### src/rtl/kernel_gen_ctrl.sv
// Sequencer for the Gaussian kernel generator: validates configs, runs the generator, gates frame starts.
// Optional macro KERNEL_CACHE_EN: a repeated config while READY reuses the held kernel.
module kernel_gen_ctrl #(
  parameter int MAX_KERNEL     = 7,
  parameter int TIMEOUT_CYCLES = 256,
  localparam int KW            = $clog2(MAX_KERNEL)
) (
  input  logic          clk,
  input  logic          rst,
  input  logic          cfg_valid,
  output logic          cfg_ready,
  input  logic [2:0]    cfg_sigma,
  input  logic [KW-1:0] cfg_kernel_size,
  output logic          gen_start,
  output logic [2:0]    gen_sigma,
  output logic [KW-1:0] gen_kernel_size,
  input  logic          gen_done,
  input  logic [31:0]   gen_sum,
  input  logic          frame_req,
  input  logic          frame_busy,
  output logic          frame_grant,
  output logic          kernel_valid,
  output logic [31:0]   kernel_sum,
  output logic          err,
  output logic [1:0]    err_code
);

  localparam int CW = $clog2(TIMEOUT_CYCLES + 1);

  typedef enum logic [2:0] {S_IDLE, S_START, S_WAIT, S_READY, S_ERROR} state_e;

  state_e        state_q;
  logic          gen_start_q;
  logic [2:0]    gen_sigma_q;
  logic [KW-1:0] gen_ks_q;
  logic          frame_grant_q;
  logic          grant_hold_q;
  logic          kernel_valid_q;
  logic [31:0]   kernel_sum_q;
  logic          err_q;
  logic [1:0]    err_code_q;
  logic [CW-1:0] cnt_q;

  logic can_cfg;
  logic cfg_fire;
  logic size_bad;
  logic sigma_bad;
  logic cfg_same;

  // Frame requests in READY take precedence over new configurations.
  always_comb begin
    can_cfg = 1'b0;
    case (state_q)
      S_IDLE, S_ERROR: can_cfg = 1'b1;
      S_READY:         can_cfg = ~frame_req;
      default:         can_cfg = 1'b0;
    endcase
  end

  assign cfg_ready = ~rst & can_cfg & ~frame_busy;
  assign cfg_fire  = cfg_valid & cfg_ready;
  assign size_bad  = ~cfg_kernel_size[0] | (cfg_kernel_size < KW'(3))
                   | ({1'b0, cfg_kernel_size} > (KW+1)'(MAX_KERNEL));
  assign sigma_bad = (cfg_sigma == 3'd0);

`ifdef KERNEL_CACHE_EN
  assign cfg_same = (state_q == S_READY) & (cfg_sigma == gen_sigma_q)
                  & (cfg_kernel_size == gen_ks_q);
`else
  assign cfg_same = 1'b0;
`endif

  // Controller state machine with all outputs registered.
  always_ff @(posedge clk or posedge rst) begin
    if (rst) begin
      state_q        <= S_IDLE;
      gen_start_q    <= 1'b0;
      gen_sigma_q    <= 3'd0;
      gen_ks_q       <= '0;
      frame_grant_q  <= 1'b0;
      grant_hold_q   <= 1'b0;
      kernel_valid_q <= 1'b0;
      kernel_sum_q   <= 32'd0;
      err_q          <= 1'b0;
      err_code_q     <= 2'd0;
      cnt_q          <= '0;
    end else begin
      gen_start_q   <= 1'b0;
      frame_grant_q <= 1'b0;
      // A held request is re-armed once busy is observed or the request drops.
      if (frame_busy || !frame_req) begin
        grant_hold_q <= 1'b0;
      end
      case (state_q)
        S_IDLE, S_READY, S_ERROR: begin
          if (cfg_fire) begin
            if (size_bad) begin
              state_q        <= S_ERROR;
              err_q          <= 1'b1;
              err_code_q     <= 2'd1;
              kernel_valid_q <= 1'b0;
            end else if (sigma_bad) begin
              state_q        <= S_ERROR;
              err_q          <= 1'b1;
              err_code_q     <= 2'd2;
              kernel_valid_q <= 1'b0;
            end else if (!cfg_same) begin
              state_q        <= S_START;
              gen_start_q    <= 1'b1;
              gen_sigma_q    <= cfg_sigma;
              gen_ks_q       <= cfg_kernel_size;
              kernel_valid_q <= 1'b0;
              err_q          <= 1'b0;
              err_code_q     <= 2'd0;
            end
          end else if (state_q == S_READY && frame_req && !frame_busy && !grant_hold_q) begin
            frame_grant_q <= 1'b1;
            grant_hold_q  <= 1'b1;
          end
        end
        S_START: begin
          state_q <= S_WAIT;
        end
        S_WAIT: begin
          if (gen_done) begin
            state_q        <= S_READY;
            kernel_sum_q   <= gen_sum;
            kernel_valid_q <= 1'b1;
            cnt_q          <= '0;
          end else if (cnt_q == CW'(TIMEOUT_CYCLES - 1)) begin
            state_q    <= S_ERROR;
            err_q      <= 1'b1;
            err_code_q <= 2'd3;
            cnt_q      <= '0;
          end else begin
            cnt_q <= cnt_q + CW'(1);
          end
        end
        default: begin
          state_q <= S_IDLE;
        end
      endcase
    end
  end

  assign gen_start       = gen_start_q;
  assign gen_sigma       = gen_sigma_q;
  assign gen_kernel_size = gen_ks_q;
  assign frame_grant     = frame_grant_q;
  assign kernel_valid    = kernel_valid_q;
  assign kernel_sum      = kernel_sum_q;
  assign err             = err_q;
  assign err_code        = err_code_q;

endmodule

### config.mk
export PLATFORM = sky130hd
export DESIGN_NAME = kernel_gen_ctrl
export DESIGN_NICKNAME = d
export VERILOG_FILES = /design/src/rtl/kernel_gen_ctrl.sv
export SDC_FILE = /design/constraint.sdc
export NUM_CORES = 1
export LEC_CHECK = 0
export ABC_AREA = 1
export CAP_MARGIN = 20
export CORE_AREA = 2 2 62 93
export DETAILED_ROUTE_END_ITERATION = 8
export DIE_AREA = 0 0 64 95
export PLACE_DENSITY = 0.83
export SKIP_CTS_REPAIR_TIMING = 1
export SYNTH_ARGS = -nofsm -noshare
export SYNTH_HDL_FRONTEND = slang
export SYNTH_SLANG_ARGS = --single-unit
### constraint.sdc
create_clock -name clk -period 3.3 [get_ports clk]
set_input_delay 0.66 -clock clk [delete_from_list [all_inputs] [get_ports clk]]
set_output_delay 0.66 -clock clk [all_outputs]
set_load 0.1 [all_outputs]
# ---- Word level (Yosys, flattened, before mapping)
# Cells that the tools add are included.
dict set report totals {
  regBits 57
  in_bits 44
  out_inout_bits 45
  wordCells 85
}
dict set report classes {
  add_sub_neg 1
  n_lt_le_gt_ge 1
  eq_ne 10
  n_mux 35
  bitwise 10
  n_reduce_logical 17
}
# op n
set ops {}
lappend ops {{2-to-1 mux 1 bit} 18}
lappend ops {{2-to-1 mux 9 bit} 2}
lappend ops {{2-to-1 mux 3 bit} 5}
lappend ops {{2-to-1 mux 2 bit} 5}
lappend ops {{adder 9 x 1 -> 9 bit (second input constant)} 1}
lappend ops {{equality test 9 x 8 -> 1 bit (second input constant)} 1}
lappend ops {{one-hot mux 3 bit (3 select lines)} 1}
lappend ops {{inequality test 2 bit (second input constant)} 4}
lappend ops {{AND reduction 4 bit} 2}
lappend ops {{equality test 3 x 2 -> 1 bit (second input constant)} 2}
lappend ops {{zero test 3 bit} 2}
lappend ops {{NOT 1 bit} 6}
lappend ops {{one-hot mux 1 bit (2 select lines)} 3}
lappend ops {{one-hot mux 2 bit (2 select lines)} 1}
lappend ops {{AND reduction 2 bit} 2}
lappend ops {{AND 1 bit} 3}
lappend ops {{equality test 3 x 1 -> 1 bit (second input constant)} 1}
lappend ops {{equality test 3 bit (second input constant)} 1}
lappend ops {{logical AND 1 bit} 3}
lappend ops {{zero test 1 bit} 3}
lappend ops {{less-than comparator 3 x 2 -> 1 bit (second input constant)} 1}
lappend ops {{inequality test 3 bit (second input constant)} 1}
lappend ops {{AND reduction 3 bit} 1}
lappend ops {{OR reduction 3 bit} 1}
lappend ops {{4 further kinds} 4}

# ---- Depth between registers and ports, before layout
# Gate-level depths: netlist (run 1).
dict set report logic_depth {
  depth_word 8
  depth_mapped 8
  ltp_nobuf 8
}

# ---- Worst setup path after synthesis (run 1)
# No wires, ideal clock.
dict set report synth_path {
  path_type {input port to output port}
  from {input port rst}
  to {output port cfg_ready}
  t_arrival_ns 1.708
  required_time_ns 2.640
  setup_slack_ns 0.932
  stages 3
  cell_sequence {nor2_1 nand2_1 nor2_2}
}
dict set report synth_via {
  elab_chain_cells 3
}
# element line
set synth_rtl {}
lappend synth_rtl {{start: declaration} 9} ;# input logic rst,
lappend synth_rtl {{NOT 1 bit} 60} ;# assign cfg_ready = ~rst & can_cfg & ~frame_busy;
lappend synth_rtl {{AND 1 bit (2 in a row)} 60}
lappend synth_rtl {{end: declaration} 11} ;# output logic cfg_ready,
# No other way between the ends.

# ---- Worst setup path after layout (run 1)
dict set report layout_path {
  from {input port frame_req}
  to {output port cfg_ready}
}
dict set report layout_via {
  elab_chain_cells 4
}
# element line
set layout_rtl {}
lappend layout_rtl {{start: declaration} 19} ;# input logic frame_req,
lappend layout_rtl {{NOT 1 bit} 55} ;# S_READY: can_cfg = ~frame_req;
lappend layout_rtl {{one-hot mux 1 bit (2 select lines)} 53} ;# case (state_q)
lappend layout_rtl {{AND 1 bit (2 in a row)} 60}
# No other way between the ends.

==> results of run 1 <==
==> kinds of logic (layout without fill, tap and decap cells) <==
| kind of cell | after synthesis | after routing | synth area share, % |
|---|---|---|---|
| AOI/OAI and AO/OA | 21 | 21 | 5.39 |
| and+or+nand+nor | 171 | 171 | 29.9 |
| xor gates and xnor gates | 4 | 4 | 1.42 |
| adders and majority gates | 1 | 1 | 0.508 |
| buffers and inverters | 24 | 124 | 4.88 |
| DFF | 57 | 57 | 57.9 |
==> cell usage in the layout (no fill, tap or decap), drive strengths merged <==
cell           synthesis  layout
a21oi                  4       4
ha                     1       1
nand3                  6       6
xnor2                  1       1
buf                    6      47
bufinv                 0       1
o21ai                 12      12
inv                   17      17
nand2                144     144
nor3                   3       3
clkinvlp               0       1
clkinv                 1       3
nand4                  5       5
clkdlybuf4s50          0      43
dfrtp                 57      57
or2                    1       1
nor2                  11      11
a311oi                 1       1
o21bai                 1       1
xor2                   3       3
a22o                   1       1
o22ai                  2       2
clkbuf                 0      12
nand3b                 1       1
==> path summary, 6_finish.rpt <==
path,depth (start not counted),endpoint,start,slack [ns]
hold reg to reg,1,frame_grant,grant_hold_q,0.44
max in group asynchronous,3,kernel_sum[13],rst,1.95
hold / removal,1,frame_grant,grant_hold_q,0.44
setup reg to reg,5,state_q[0],state_q[0],1.69
setup / recovery,5,cfg_ready,frame_req,0.83
min in group asynchronous,3,kernel_sum[1],rst,0.88
==> metrics by stage <==
step	hold WS (ns)	setup slack, ns
2_1_floorplan	0.410	0.932
3_3_place_gp	0.419	0.805
3_5_place_dp	0.436	0.817
4_1_cts	0.440	0.817
5_1_grt	0.455	0.761
6_report	0.442	0.830
==> routing by layer <==
layer / global-route usage [%] / vias to the layer above / wire length, um
met5: 0 / - / 0
met4: 11.8 / 0 / 125
met3: 4.17 / 10 / 185
met2: 31.7 / 49 / 3040
met1: 24.4 / 991 / 2310
li1: - / 1057 / -
==> sequential cells by signal (all words and copies together), names as in the netlist <==
register         flops
cnt_q                9
err                  1
err_code             2
frame_grant          1
gen_kernel_size      3
gen_sigma            3
gen_start            1
grant_hold_q         1
kernel_sum          32
kernel_valid         1
state_q              3
==> layout make-up <==
type	instances	area, um^2	area share, %
Tap cell	70	87.6	2.50
Timing Repair Buffer	90	796	22.7
Multi-Input combinational cell	197	916	26.1
Sequential cell	57	1430	40.7
Inverter	18	71.3	2.04
Clock buffer	12	155	4.43
Clock inverter	4	51.3	1.46
==> results.yml, run 1 <==
status:
  status: "finished, final reports clean"
clocking:
  htree_levels: 3
  cts.clk_slew.worst_paths_ns: 0.06
  root_buffer: "clkbuf_8"
  cts_tree: "done"
  worst_skew_pair.late_latency_ns: 0.33
  clkSinkCount: 57
  numCtsBuffers: 9
  clockBufferDepth: 2
synthesis:
  avgSynthCellArea_um2: 8.86
  synthTopCellsByCount: "nand2_1 (139), dfrtp_1 (57), inv_1 (14)"
  ys_warn_count: 0
  syn-cell-area_um2: 2460
  synthCells: 278
  synth_enable_flop_cells: 0
  ys_async_sr_fraction_pct: 100
  synth_flop_cell: "dfrtp_1"
  yosysMostFrequentCell: "nand2_1"
  synth_seq_area_share_pct: 57.9
  synthesis.nets: 323
  yosysTopAreaCellShare_pct: 57.9
  yosysTopAreaCell: "dfrtp_1"
  yosys-top-cells-area: "dfrtp_1 (58%), nand2_1 (21%), inv_1 (2.1%)"
  ys_seq_elements: 57
  ys_types: 33
setup_path:
  crit_arrival_ns: 1.81
  crit_slowest_cell: "clkdlybuf4s50_1"
  crit_required_ns: 2.64
  crit_path_end_kind: "output port"
  start_kind: "input port"
  cp_top_family: "buffers and inverters"
  crit_buf_inv: 2
  max_stage_delay_ns: 0.42
  crit_chain: "clkdlybuf4s50_1 > o21ai_0 > nand2_1 > nor2_2 > buf_12"
  cp_max_fo: 2
  crit_type: "in -> out"
drt:
  drc: 0
  initialDrtViolationCount: 95
  vias_per_cell: 4.70
  dr.pass1.iters: 4
  drt_wl_total_um: 5660
  wire_per_inst_um: 12.6
  ant_nets: 0
  dr_total_vias: 2107
sta:
  report.final.slew_viol_count: 0
  skew_ns: 0.00708
  relSlewSlack_pct: 53.2
  fmax_mhz: 405
  rsz0062_at_grt: "no"
  setup_violations: 0
  tightestPinTransition_ns: 0.702
  fin_crit_sh_pct: 74.8
  hold_violations: 0
  fin_crit_ns: 2.47
  tns_ns: 0
floorplanning:
  num_rows: 33
  die_y_um: 95
  core-area_um2: 5330
  initial_utilization_pct: 46.2
  num_io_pins: 89
  die_area_um2: 6080
  die_w_um: 64
global_route:
  grt_pass1_vias: 2028
  antenna_found_initial: 0
  grt-ovfl-total: 0
  grt_usage_pct: 19.8
  grt_pass1_wl_um: 9250
  grt_max_degree: 58
layout:
  syn2layout_area_growth_pct: 42.3
  drive_above_1_share_pct: 21.7
  fin_util_pct: 65.8
  finalInstanceArea_um2: 3500
  num_antenna_cells: 0
  nFillCells: 449
  final_cells: 448
  final_net_count: 418
placement:
  gp_congestion: 0.823
  place_area_um2: 3300
  dp_hpwl_um: 4090
  io_buffers: 88
  post-place-cells: 432
min_path:
  hold_path.class: "reg -> reg"
run:
  maxCapViolCount: 0
Power of run 1 is not shown: default switching activity piles up to over one toggle a cycle in this logic, so the estimate is an artifact.
==> run 2: changes to the inputs <==
CORE_AREA = 2 2 68 102   (was 2 2 62 93)
DIE_AREA = 0 0 70 104   (was 0 0 64 95)
PLACE_DENSITY = 0.73   (was 0.83)
clock period = 2 ns   (was 3.3 ns; I/O delays follow)
==> results.yml, run 2 (synthesis gave the netlist of run 1 again) <==
setup_path:
  crit_buf_inv: 1
  crit_path_end_kind: "output port"
  crit_required_ns: 1.60
  max_stage_delay_ns: 0.47
  cp_top_family: "flip-flops"
  crit_arrival_ns: 1.46
  r2r_cells: 7
  crit_slowest_cell: "dfrtp_2"
  start_kind: "flop"
  crit_chain: "o21ai_0 > nand2_1 > nor2_4 > buf_12"
  crit_cells: 4
  cp_max_fo: 8
  crit_type: "reg -> out"
sta:
  relSlewSlack_pct: 76.7
  fmax_mhz: 538
  report.final.slew_viol_count: 0
  hold_violations: 0
  fin_crit_ns: 1.86
  tightestPinTransition_ns: 0.350
  fin_crit_sh_pct: 93.0
  skew_ns: 0.00391
  rsz0062_at_grt: "no"
  tns_ns: 0
  setup_violations: 0
drt:
  wire_per_inst_um: 12.3
  drc: 0
  ant_nets: 0
  drt_wl_total_um: 5600
  dr.pass1.iters: 4
  dr_total_vias: 2121
  initialDrtViolationCount: 82
  vias_per_cell: 4.66
layout:
  syn2layout_area_growth_pct: 43.6
  final_common_cell: "nand2_1"
  final_cell_mix: "nand2_1 (139), dfrtp_1 (55), buf_4 (45), clkdlybuf4s50_1 (43)"
  largest_reg_flops: 32
  drive_above_1_share_pct: 22.4
  final_net_count: 419
  num_antenna_cells: 0
global_route:
  antenna_found_initial: 0
  grt_usage_pct: 16.0
  grt-ovfl-total: 0
  grt_pass1_vias: 1996
  grt_max_degree: 47
  grt_pass1_wl_um: 9400
clocking:
  cts.clk_slew.worst_paths_ns: 0.06
  worst_skew_pair.late_latency_ns: 0.32
  cts_tree: "done"
  htree_levels: 3
  root_buffer: "clkbuf_8"
  clockBufferDepth: 2
  numCtsBuffers: 9
  clkSinkCount: 57
placement:
  io_buffers: 88
  gp_congestion: 0.806
  dp_hpwl_um: 4180
floorplanning:
  num_rows: 36
  core-area_um2: 6400
  initial_utilization_pct: 38.5
  num_io_pins: 89
  die_y_um: 104
  die_area_um2: 7280
  die_w_um: 70
min_path:
  hold_path.class: "in -> async"
run:
  maxCapViolCount: 0
status:
  status: "finished, final reports clean"
## run 2: metrics by stage
stage / instances / hold WS, ns / instance area [um^2] / worst slack [ns] / util, %
2_1_floorplan: 278 / 0.410 / 2470 / 0.200 / -
3_3_place_gp: 439 / 0.419 / 3340 / 0.160 / 52.2
3_5_place_dp: 439 / 0.431 / 3340 / 0.142 / 52.2
4_1_cts: 455 / 0.360 / 3530 / 0.0783 / 55.3
5_1_grt: 455 / 0.378 / 3540 / 0.0229 / 55.3
6_report: 455 / 0.365 / 3540 / 0.141 / 55.3
## run 2: final cells by class
cell class                 instances  area, um^2
inverter                          18        71.3
timing repair buffer              91         828
multi-input combinational        197         921
clock buffer                      14         183
fill                             576        2860
sequential                        57        1430
clock inverter                     2        10.0
tap                               76        95.1
## run 2: worst reg2reg max path: stages, from the launching register on
cell and delay [ns]:
dfrtp_1 0.39, ha_1 0.23, nand2_1 0.07, nor2_1 0.20, nand3_1 0.16, nand2_4 0.15, inv_2 0.06, a22o_1 0.17
## run 2: final timing paths
path	start	to	slack [ns]
worst min register to register	grant_hold_q	frame_grant	0.43
worst max register to register	cnt_q[0]	cnt_q[1]	0.47
worst max-delay path	state_q[0]	cfg_ready	0.14
min in group clk	grant_hold_q	frame_grant	0.43
worst min-delay path	rst	gen_sigma[1]	0.37
max in group asynchronous	rst	cnt_q[2]	1.11
## run 2: metal layers
metal  track usage (%)  vias to the layer above  routed length, um
met1              19.5                     1006               2280
met4              8.93                        0                113
met3              2.91                        7                190
met5                 0                        -                  0
li1                  -                     1063                  -
met2              26.4                       45               3010
Power of run 2 is left out for the same reason.
